--- config.mk ---
export PLATFORM = sky130hd
export DESIGN_NAME = mul_div_unit
export DESIGN_NICKNAME = d
export VERILOG_FILES = /design/src/rtl/alu_pkg.sv /design/src/rtl/adder.sv /design/src/rtl/mul_div_unit.sv
export SDC_FILE = /design/constraint.sdc
export NUM_CORES = 1
export LEC_CHECK = 0
export BUFFER_PORTS_ARGS = -buffer_cell sky130_fd_sc_hd__buf_2
export CAP_MARGIN = 20
export CORE_MARGIN = 2
export CORE_UTILIZATION = 50
export CTS_BUF_LIST = sky130_fd_sc_hd__clkbuf_8
export CTS_CLUSTER_DIAMETER = 150
export DETAILED_ROUTE_END_ITERATION = 8
export GPL_TIMING_DRIVEN = 0
export PLACE_DENSITY = 0.68
export REMOVE_ABC_BUFFERS = 1
export SETUP_SLACK_MARGIN = 0.5
export SKIP_LAST_GASP = 1
export SYNTH_ARGS = -nofsm -noshare
export SYNTH_HDL_FRONTEND = slang
export SYNTH_HIERARCHICAL = 1
export SYNTH_SLANG_ARGS = --single-unit
export TNS_END_PERCENT = 100
--- constraint.sdc ---
create_clock -name clk -period 9.7 [get_ports clk]
set_input_delay 1.94 -clock clk [delete_from_list [all_inputs] [get_ports clk]]
set_output_delay 1.94 -clock clk [all_outputs]
set_load 0.02 [all_outputs]
--- src/rtl/alu_pkg.sv ---
// Shared ALU package: operation encodings for the integer ALU and the
// iterative multiply/divide unit, plus small op-classification helpers.
package alu_pkg;

    typedef enum logic [3:0] {
        ALU_ADD  = 4'd0,
        ALU_SUB  = 4'd1,
        ALU_SLL  = 4'd2,
        ALU_SLT  = 4'd3,
        ALU_SLTU = 4'd4,
        ALU_XOR  = 4'd5,
        ALU_SRL  = 4'd6,
        ALU_SRA  = 4'd7,
        ALU_OR   = 4'd8,
        ALU_AND  = 4'd9
    } alu_op_t;

    typedef enum logic [2:0] {
        MDU_MUL    = 3'd0,
        MDU_MULH   = 3'd1,
        MDU_MULHSU = 3'd2,
        MDU_MULHU  = 3'd3,
        MDU_DIV    = 3'd4,
        MDU_DIVU   = 3'd5,
        MDU_REM    = 3'd6,
        MDU_REMU   = 3'd7
    } mdu_op_t;

    typedef enum logic [1:0] {
        MDU_IDLE = 2'd0,
        MDU_CALC = 2'd1,
        MDU_DONE = 2'd2
    } mdu_state_t;

    function automatic logic op_is_div(input mdu_op_t op);
        return op inside {MDU_DIV, MDU_DIVU, MDU_REM, MDU_REMU};
    endfunction

    function automatic logic op_a_signed(input mdu_op_t op);
        return op inside {MDU_MULH, MDU_MULHSU, MDU_DIV, MDU_REM};
    endfunction

    function automatic logic op_b_signed(input mdu_op_t op);
        return op inside {MDU_MULH, MDU_DIV, MDU_REM};
    endfunction

endpackage

--- src/rtl/adder.sv ---
// Generic ripple adder/subtractor; carry_out doubles as the "no borrow" flag
// when subtracting.
module adder #(
    parameter int WIDTH = 33
) (
    input  logic [WIDTH-1:0] a,
    input  logic [WIDTH-1:0] b,
    input  logic             is_sub,
    output logic [WIDTH-1:0] sum,
    output logic             carry_out
);

    logic [WIDTH:0] full;

    assign full = {1'b0, a} + {1'b0, (is_sub ? ~b : b)} + {{WIDTH{1'b0}}, is_sub};
    assign {carry_out, sum} = full;

endmodule

--- src/rtl/mul_div_unit.sv ---
// Iterative RV32M-style multiply/divide unit: one radix-2 step per cycle,
// magnitudes internally, sign fixup when the last step retires.
module mul_div_unit
    import alu_pkg::*;
#(
    parameter int WIDTH = 32
) (
    input  logic             clk,
    input  logic             rst_n,
    input  logic             flush,
    input  logic             in_valid,
    output logic             in_ready,
    input  mdu_op_t          op,
    input  logic [WIDTH-1:0] a,
    input  logic [WIDTH-1:0] b,
    output logic             out_valid,
    input  logic             out_ready,
    output logic [WIDTH-1:0] result,
    output mdu_state_t       dbg_state
);

    localparam int CW = $clog2(WIDTH);
    localparam logic [CW-1:0]    LAST_STEP = CW'(WIDTH - 1);
    localparam logic [WIDTH-1:0] MOST_NEG  = {1'b1, {(WIDTH-1){1'b0}}};

    // Handshakes: a transfer happens on a rising edge where valid && ready;
    // valid never depends on ready, and producers hold data until transfer.

    mdu_state_t       state_q, state_d;
    logic [CW-1:0]    cnt_q, cnt_d;
    logic [WIDTH-1:0] hi_q, hi_d;
    logic [WIDTH-1:0] lo_q, lo_d;
    logic [WIDTH-1:0] dvs_q, dvs_d;
    mdu_op_t          op_q, op_d;
    logic             q_neg_q, q_neg_d;
    logic             r_neg_q, r_neg_d;
    logic [WIDTH-1:0] result_q, result_d;

    logic             fire;
    logic             a_neg, b_neg;
    logic [WIDTH-1:0] a_mag, b_mag;
    logic             div_zero, div_ovf;
    logic [WIDTH-1:0] special_res;
    logic             is_div_q;

    logic [WIDTH:0]   add_a, add_b, add_sum;
    logic             add_sub, add_cout;
    logic [WIDTH-1:0] hi_nxt, lo_nxt;

    logic [2*WIDTH-1:0] prod, prod_fix;
    logic [WIDTH-1:0]   quot_fix, rem_fix, fixed_res;

    assign in_ready  = (state_q == MDU_IDLE);
    assign out_valid = (state_q == MDU_DONE);
    assign result    = result_q;
    assign dbg_state = state_q;
    assign fire      = in_valid && in_ready;
    assign is_div_q  = op_is_div(op_q);

    // Request decode: signs, magnitudes and the two early-exit divide cases.
    always_comb begin
        a_neg    = op_a_signed(op) && a[WIDTH-1];
        b_neg    = op_b_signed(op) && b[WIDTH-1];
        a_mag    = a_neg ? -a : a;
        b_mag    = b_neg ? -b : b;
        div_zero = op_is_div(op) && (b == '0);
        div_ovf  = (op == MDU_DIV || op == MDU_REM) && (a == MOST_NEG) && (b == '1);
        if (div_zero) begin
            special_res = (op == MDU_DIV || op == MDU_DIVU) ? '1 : a;
        end else begin
            special_res = (op == MDU_DIV) ? a : '0;
        end
    end

    always_comb begin
        if (is_div_q) begin
            add_a   = {hi_q, lo_q[WIDTH-1]};
            add_b   = {1'b0, dvs_q};
            add_sub = 1'b1;
        end else begin
            add_a   = {1'b0, hi_q};
            add_b   = lo_q[0] ? {1'b0, dvs_q} : '0;
            add_sub = 1'b0;
        end
    end

    adder #(.WIDTH(WIDTH + 1)) u_adder (
        .a         (add_a),
        .b         (add_b),
        .is_sub    (add_sub),
        .sum       (add_sum),
        .carry_out (add_cout)
    );

    // Divide: carry out means the trial subtract did not borrow.
    always_comb begin
        if (is_div_q) begin
            if (add_cout) begin
                hi_nxt = add_sum[WIDTH-1:0];
                lo_nxt = {lo_q[WIDTH-2:0], 1'b1};
            end else begin
                hi_nxt = {hi_q[WIDTH-2:0], lo_q[WIDTH-1]};
                lo_nxt = {lo_q[WIDTH-2:0], 1'b0};
            end
        end else begin
            hi_nxt = add_sum[WIDTH:1];
            lo_nxt = {add_sum[0], lo_q[WIDTH-1:1]};
        end
    end

    always_comb begin
        prod     = {hi_nxt, lo_nxt};
        prod_fix = q_neg_q ? -prod : prod;
        quot_fix = q_neg_q ? -lo_nxt : lo_nxt;
        rem_fix  = r_neg_q ? -hi_nxt : hi_nxt;
        case (op_q)
            MDU_MUL:                         fixed_res = prod_fix[WIDTH-1:0];
            MDU_MULH, MDU_MULHSU, MDU_MULHU: fixed_res = prod_fix[2*WIDTH-1:WIDTH];
            MDU_DIV, MDU_DIVU:               fixed_res = quot_fix;
            default:                         fixed_res = rem_fix;
        endcase
    end

    always_comb begin
        state_d  = state_q;
        cnt_d    = cnt_q;
        hi_d     = hi_q;
        lo_d     = lo_q;
        dvs_d    = dvs_q;
        op_d     = op_q;
        q_neg_d  = q_neg_q;
        r_neg_d  = r_neg_q;
        result_d = result_q;
        case (state_q)
            MDU_IDLE: begin
                if (fire) begin
                    op_d = op;
                    if (div_zero || div_ovf) begin
                        result_d = special_res;
                        state_d  = MDU_DONE;
                    end else begin
                        state_d = MDU_CALC;
                        cnt_d   = '0;
                        hi_d    = '0;
                        lo_d    = a_mag;
                        dvs_d   = b_mag;
                        q_neg_d = a_neg ^ b_neg;
                        r_neg_d = a_neg;
                    end
                end
            end
            MDU_CALC: begin
                hi_d = hi_nxt;
                lo_d = lo_nxt;
                if (cnt_q == LAST_STEP) begin
                    state_d  = MDU_DONE;
                    result_d = fixed_res;
                end else begin
                    cnt_d = cnt_q + 1'b1;
                end
            end
            MDU_DONE: begin
                if (out_ready) begin
                    state_d = MDU_IDLE;
                end
            end
            default: state_d = MDU_IDLE;
        endcase
        // Flush wins over everything and leaves the visible result untouched.
        if (flush) begin
            state_d  = MDU_IDLE;
            result_d = result_q;
        end
    end

    always_ff @(posedge clk or negedge rst_n) begin
        if (!rst_n) begin
            state_q  <= MDU_IDLE;
            cnt_q    <= '0;
            hi_q     <= '0;
            lo_q     <= '0;
            dvs_q    <= '0;
            op_q     <= MDU_MUL;
            q_neg_q  <= 1'b0;
            r_neg_q  <= 1'b0;
            result_q <= '0;
        end else begin
            state_q  <= state_d;
            cnt_q    <= cnt_d;
            hi_q     <= hi_d;
            lo_q     <= lo_d;
            dvs_q    <= dvs_d;
            op_q     <= op_d;
            q_neg_q  <= q_neg_d;
            r_neg_q  <= r_neg_d;
            result_q <= result_d;
        end
    end

endmodule

==> results of run 1 <==
## Yosys cell counts, types with 10 or more instances
| cell | number |
|---|---|
| a21o_1 | 15 |
| a21oi_1 | 174 |
| a221oi_1 | 15 |
| a22o_1 | 12 |
| a31oi_1 | 20 |
| and2_1 | 13 |
| and3_1 | 11 |
| buf_2 | 19 |
| clkbuf_1 | 105 |
| dfrtp_1 | 140 |
| ha_1 | 39 |
| inv_1 | 18 |
| mux2_2 | 61 |
| mux2i_1 | 66 |
| nand2_1 | 203 |
| nand2b_1 | 11 |
| nand3_1 | 22 |
| nand4_1 | 31 |
| nor2_1 | 127 |
| nor2b_1 | 40 |
| nor3_1 | 73 |
| nor3b_1 | 11 |
| nor4_1 | 21 |
| o211ai_1 | 13 |
| o21a_1 | 10 |
| o21ai_0 | 233 |
| o31ai_1 | 25 |
| o41ai_1 | 24 |
| or2_2 | 10 |
| or3_1 | 10 |
| or4_1 | 11 |
| xnor2_1 | 85 |
| xor2_1 | 100 |
## cell families (layout without fill, tap and decap cells)
| group | after synthesis | in the layout | synth area share |
|---|---|---|---|
| muxes | 130 | 130 | 0.0969 |
| AOI/OAI and AO/OA | 608 | 608 | 0.258 |
| other | 1 | 1 | 0.000262 |
| adders and majority gates | 40 | 40 | 0.0355 |
| DFF | 140 | 140 | 0.245 |
| and+or+nand+nor | 613 | 613 | 0.208 |
| buffers and inverters | 152 | 174 | 0.0434 |
| xor gates and xnor gates | 185 | 185 | 0.113 |
## registers in the layout (all words and copies together) (netlist names)
register / flops
op_q: 3
r_neg_q: 1
dbg_state: 2
result: 32
dvs_q: 32
cnt_q: 5
hi_q: 32
lo_q: 32
q_neg_q: 1
## final cells by class
class	instances	area, sq um
Fill cell	2698	12400
Sequential cell	140	3510
Inverter	19	71.3
Clock inverter	14	154
Multi-Input combinational cell	1577	10300
Tap cell	378	473
Clock buffer	18	248
Timing Repair Buffer	123	875
## critical path, delay by kind of cell (launching register included)
family          cells  cell delay [ns]
compound gates      9             3.30
xor+xnor            1             0.11
fa+ha+maj           2             0.87
buf+inv             1             0.38
flops               1             0.93
simple gates        3             1.40
mux                 3             1.25
## per-layer routing
| metal | vias to the layer above | wire [um] | part of all wire | global-route usage |
|---|---|---|---|---|
| met5 | - | 70 | 0.0015 | 0.0160 |
| met4 | 2 | 950 | 0.020 | 0.0802 |
| met3 | 67 | 3510 | 0.075 | 0.0515 |
| met2 | 565 | 21200 | 0.45 | 0.493 |
| met1 | 6933 | 20900 | 0.45 | 0.433 |
| li1 | 6871 | - | - | - |
## final timing paths
| check | to | cells past startpoint | slack, ns | start |
|---|---|---|---|---|
| min in group asynchronous | dvs_q[0]$_DFFE_PN0P_ | 1 | 1.41 | rst_n |
| hold reg to reg | dvs_q[0]$_DFFE_PN0P_ | 2 | 0.48 | dvs_q[0]$_DFFE_PN0P_ |
| setup / recovery | result[28]$_DFFE_PN0P_ | 19 | 1.21 | op_q[2]$_DFFE_PN0P_ |
| max in group asynchronous | op_q[2]$_DFFE_PN0P_ | 2 | 7.39 | rst_n |
| setup reg to reg | result[28]$_DFFE_PN0P_ | 19 | 1.21 | op_q[2]$_DFFE_PN0P_ |
| hold / removal | dvs_q[0]$_DFFE_PN0P_ | 2 | 0.48 | dvs_q[0]$_DFFE_PN0P_ |
## metrics by stage
step           TNS (ns)  instances  worst slack, ns   util  cell area (sq um)
2_1_floorplan    -93.42       1736            -2.57      -              13800
3_3_place_gp    -336.79       2221            -6.87  0.528              14800
3_5_place_dp          0       2235             1.42  0.541              15200
4_1_cts               0       2267             1.41  0.556              15600
5_1_grt               0       2269            0.776  0.556              15600
6_report              0       2269             1.21  0.556              15600
## power breakdown
group / switching (W) / internal (W)
registers: 0.000149 / 0.000690
logic: 0.00160 / 0.000928
clock network: 0.000265 / 0.000257
## placed cells by master (no fill, tap or decap), types with 8 or more instances in the layout
cell,Yosys,layout
ha_1,39,39
xor2_1,100,100
nand4_1,31,31
nor4_1,21,21
mux2i_1,66,66
buf_2,19,107
a21o_1,15,14
nor3b_1,11,11
buf_16,0,8
a221oi_1,15,15
dfrtp_1,140,138
nor2_1,127,122
or4_1,11,11
nor2b_1,40,40
and2_1,13,13
or2_2,10,10
xnor2_1,85,85
clkbuf_8,0,18
and3_1,11,11
nand2_1,203,201
o31ai_1,25,25
o41ai_1,24,24
mux2_2,61,61
o21ai_0,233,232
nand3_1,22,22
inv_1,18,20
nand2b_1,11,11
o211ai_1,13,13
or3_1,10,10
o21a_1,10,10
a22o_1,12,12
nor3_1,73,73
a31oi_1,20,20
a21oi_1,174,174
==> metrics.md, run 1 <==
| Metric | Value |
|---|---|
| Mapped Cells | 1869 |
| DIE AREA | 30000 sq um |
| CP Max Fanout | 81 |
| Maximum clock frequency | 118 MHz |
| # setup viols final | 0 |
| # Max-Cap Violations | 0 |
| Number of detailed-route iterations in the first pass | 8 |
| Top post-synthesis cells by area | dfrtp_1, o21ai_0, xor2_1, a21oi_1, nand2_1 |
| Core ar. | 28000 sq um |
| Port bufs | 107 |
| Fin nets | 1990 |
| Num CTS Buffers | 17 |
| CTS HTree Levels | 4 |
| Vias per cell | 6.36 |
| CP Class | reg -> reg |
| Post-CTS Hold Buffers | 0 |
| Post-synth top area share | 0.245 |
| Outcome | finished clean |
| Data required, critical path | 10.06 ns |
| Peak supply drop | 0.000127 V |
| Synth Register Bits | 140 |
| CTS max path bufs | 2 |
| Slew HR | 0.211 |
| CTS tree | done |
| Actual slew at the worst max-slew pin | 1.18 ns |
| Seq/Total Area, Yosys | 0.245 |
| Via count | 14438 |
| Initial drt markers | 1721 |
| Initial Util | 0.511 |
| Root buf cell | clkbuf_8 |
| CP max stage cell | dfrtp_4 |
| Die height | 173 um |
| Post_cts resized | 0 |
| Crit. End Element | flop |
| CTS clk-pin slew, worst paths | 0.09 ns |
| Hold WS | 0.481 ns |
| Vias in the first global route | 13556 |
| Post-Route WL | 46.6 mm |
| # DRC | 0 |
| Initial antenna violation count | 0 |
| Leakage dissipation | 6.26 nW |
| Worst-Skew Late Latency | 0.50 ns |
| Startpoint Class | flop |
| DP HPWL | 34.5 mm |
| PD cells | 250 nW/um^2 |
| Average routed wire per standard cell | 20.6 um |
| Async S/R FF share, synth | 1.00 |
| Fraction of the cycle the final worst path needs | 0.875 |
| Share of post-route cells with drive strength above 1 | 0.134 |
| Std-Cell Rows | 61 |
| Post-synth EDFFs | 0 |
| GRT Util Overall | 0.309 |
| Netlist cell types | 84 |
| Largest net degree at the start of global routing | 98 |
| Total power draw | 0.00389 W |
| CP arrival | 8.85 ns |
| RSZ-0062 raised after global routing | false |
| Cell Chain, Critical Path | buf_16, mux2_2, ha_1, a21oi_1, o21a_1, a211oi_1, a21oi_2, a2111oi_1, a2111o_2, mux2_2, mux2i_1, ha_1, o211ai_1, nor4_1, nand2_1, o41ai_1, xor2_1, a221oi_1, nor2_1 |
| First-pass GRT wire length | 74.9 mm |
| Post-synthesis instance area | 14300 sq um |
| Layout area overhead | 8.80% |
| Die width | 173 um |
| Clock Sinks | 140 |
| Synth Flop Type | dfrtp_1 |
| Max incr delay on CP | 0.93 ns |
| Avg Inst Size Synth | 7.66 sq um |
| ANT nets after route | 0 |
| Layout Skew | 0.0241 ns |
| Slew Limit Fails | 0 |
| Total gr overflow | 0 |
| IO Pins | 108 |
| Yosys top cell by area | dfrtp_1 |
| Final hold violation count | 0 |
| Ant diodes | 0 |
| GPL Wtd Cong | 0.911 |
| Type of the worst min-delay path | reg -> reg |
| Post-layout min period | 8.49 ns |
| Setup bufs post-CTS | 0 |
| Yosys warns | 6 |
(Power assumes the default switching activity.)
==> inputs of run 2 (changes only) <==
--- a/config.mk
+++ b/config.mk
@@ -19,2 +19,3 @@
 export SKIP_LAST_GASP = 1
+export SLEW_MARGIN = 0
 export SYNTH_ARGS = -nofsm -noshare
==> constraint.sdc (replaced) <==
create_clock -name clk -period 9.7 [get_ports clk]
set_input_delay 0 -clock clk [delete_from_list [all_inputs] [get_ports clk]]
set_output_delay 0 -clock clk [all_outputs]
set_load 0.02 [all_outputs]
==> run 2 against run 1 <==
  * Largest power group unchanged
  * Power grew 0.75%
  * Sequential cell count did not move
  * Highest routed layer unchanged
  * Global-route usage grew 0.73 points
  * Register-to-register slack better by 0.04 ns
==> metrics.md, run 2 (synthesis gave the netlist of run 1 again) <==
| Metric | Value |
|---|---|
| GRT Util Overall | 0.316 (+0.00733) |
| Worst Hold Launch | a[4] |
| FF-to-FF Start | op_q[2]$_DFFE_PN0P_ |
| CP Class | reg -> reg |
| # Max-Cap Violations | 0 (unchanged) |
| Sequential Area | 3510 sq um (unchanged) |
| Post-Route WL | 47.7 mm (+2.3%) |
| CTS max path bufs | 2 (unchanged) |
| # DRC | 0 (unchanged) |
| Vias in the first global route | 13975 (+3.1%) |
| Maximum clock frequency | 118 MHz (+0.43%) |
| Data required, critical path | 10.06 ns (about the same) |
| Post-layout min period | 8.45 ns (-0.0367 ns) |
| DIE AREA | 30000 sq um (unchanged) |
| Average routed wire per standard cell | 20.3 um (-1.1%) |
| Die width | 173 um (unchanged) |
| Final hold violation count | 0 (unchanged) |
| Ant diodes | 0 (unchanged) |
| Vias per cell | 6.33 (-0.48%) |
| Setup bufs post-CTS | 0 (unchanged) |
| Slew HR | 0.214 (+0.00215) |
| Busiest grt layer | met2 |
| Startpoint Class | flop |
| Largest net degree at the start of global routing | 98 (unchanged) |
| Most frequent cells in the layout | o21ai_0, nand2_1, a21oi_1 |
| Number of detailed-route iterations in the first pass | 8 (unchanged) |
| CP arrival | 8.81 ns (-0.04 ns) |
| Total gr overflow | 0 (unchanged) |
| Setup WS post-layout | 1.25 ns (+0.0367 ns) |
| Peak supply drop | 0.000128 V (+0.72%) |
| Multi-input logic area | 10300 sq um (unchanged) |
| Max incr delay on CP | 0.94 ns (about the same) |
| Total power draw | 0.00392 W (+0.75%) |
| CP max stage cell | dfrtp_4 |
| Actual slew at the worst max-slew pin | 1.18 ns (-0.00322 ns) |
| Met3 Resource Use GR | 0.0546 (+0.00307) |
| Port bufs | 107 (unchanged) |
| ANT nets after route | 0 (unchanged) |
| CP Max Fanout | 81 (unchanged) |
| Slew Limit Fails | 0 (unchanged) |
| Outcome | finished clean |
| Cell Chain, Critical Path | buf_16, mux2_2, ha_1, a21oi_1, o21a_1, a211oi_1, a21oi_2, a2111oi_1, a2111o_2, mux2_2, mux2i_1, ha_1, o211ai_1, nor4_1, nand2_1, o41ai_1, xor2_1, a221oi_1, nor2_1 |
| Num CTS Buffers | 17 (unchanged) |
| Layout Skew | 0.0242 ns (+0.0000776 ns) |
| Fin nets | 2068 (+3.9%) |
| Clock Sinks | 140 (unchanged) |
| First-pass GRT wire length | 76.8 mm (+2.5%) |
| Layout area overhead | 14.2% |
| Worst path bufs/invs | 1 (unchanged) |
| Filler Cells Inserted | 2623 (-2.8%) |
| PD cells | 240 nW/um^2 (-4.0%) |
| Fraction of the cycle the final worst path needs | 0.872 (-0.00378) |
| Root buf cell | clkbuf_8 |
| IO Pins | 108 (unchanged) |
| Leakage dissipation | 6.59 nW (+5.3%) |
| Worst-Skew Late Latency | 0.50 ns (about the same) |
| GPL Wtd Cong | 0.911 (unchanged) |
| Initial Util | 0.511 (unchanged) |
| Grt met1 use | 0.435 (+0.00189) |
| RSZ-0062 raised after global routing | false |
| Type of the worst min-delay path | in -> reg |
| Via count | 14862 (+2.9%) |
| Initial antenna violation count | 0 (unchanged) |
| DP HPWL | 34.5 mm (unchanged) |
| # setup viols final | 0 (unchanged) |
| Std-Cell Rows | 61 (unchanged) |
| CTS clk-pin slew, worst paths | 0.08 ns (about the same) |
| Placement Setup Slack | 1.42 ns (unchanged) |
| Crit. End Element | flop |
| CTS tree | done |
| Post_cts resized | 0 (unchanged) |
| Core ar. | 28000 sq um (unchanged) |
| CP top delay family | compound AO/OA/AOI/OAI gates |
| CTS HTree Levels | 4 (unchanged) |
| Share of post-route cells with drive strength above 1 | 0.129 (-0.00479) |
| Critical Path Start | op_q[2]$_DFFE_PN0P_ |
| M2 GR Usage | 0.512 (+0.0193) |
| Most common cell after layout, fill and taps aside | o21ai_0 |
| Post-CTS Hold Buffers | 77 (+77) |
| Initial drt markers | 1724 (+0.17%) |
| Die height | 173 um (unchanged) |
## run 2: stage by stage
| stage | TNS, ns | instance area, sq um | hold WS [ns] | util | instances |
|---|---|---|---|---|---|
| after floorplan | -93.42 | 13800 | -0.296 | - | 1736 |
| after global placement | -336.79 | 14800 | 0.171 | 0.528 | 2221 |
| after detailed placement | 0 | 15200 | 0.0109 | 0.541 | 2235 |
| after CTS | 0 | 16300 | 0.00442 | 0.583 | 2344 |
| after global routing | 0 | 16400 | 0.0454 | 0.584 | 2347 |
| final | 0 | 16400 | 0.0326 | 0.584 | 2347 |
## run 2: layer usage
layer  part of all wire  wire length (um)
met1               0.44             20900
met2               0.46             22000
met3              0.077              3660
met4              0.022              1050
met5             0.0015                70
## run 2: worst register-to-register path: cells and delay by family (launching register included)
kind	cells	cell delay, ns
AO/OA/AOI/OAI	9	3.31
AND/OR/NAND/NOR	3	1.37
multiplexers	3	1.35
flip-flops	1	0.94
adder cells (fa/ha/maj)	2	0.88
buffers and inverters	1	0.39
XOR/XNOR	1	0.11
## run 2: path summary, 6_finish.rpt
path | to | slack, ns | depth (start not counted)
worst max-delay path | result[28]$_DFFE_PN0P_ | 1.25 | 19
worst min-delay path | lo_q[4]$_DFFE_PN0P_ | 0.03 | 5
worst min register to register | dvs_q[0]$_DFFE_PN0P_ | 0.48 | 2
max in group asynchronous | op_q[2]$_DFFE_PN0P_ | 8.77 | 3
min in group asynchronous | dvs_q[7]$_DFFE_PN0P_ | 0.04 | 2
worst max register to register | result[28]$_DFFE_PN0P_ | 1.25 | 19
## run 2: layout make-up
cell class	instances	share of cell area
multi-input cells	1577	0.627
inverters	19	0.00436
clock buffers	18	0.0151
well taps	378	0.0289
clock inverters	14	0.00941
repair buffers	201	0.101
flip-flops and latches	140	0.214
## run 2: power breakdown
group	switching, W	leakage (nW)	internal [W]	total, W
clock	0.000264	0.207	0.000257	0.000521
combinational	0.00161	4.62	0.000950	0.00256
sequential	0.000149	1.77	0.000690	0.000839
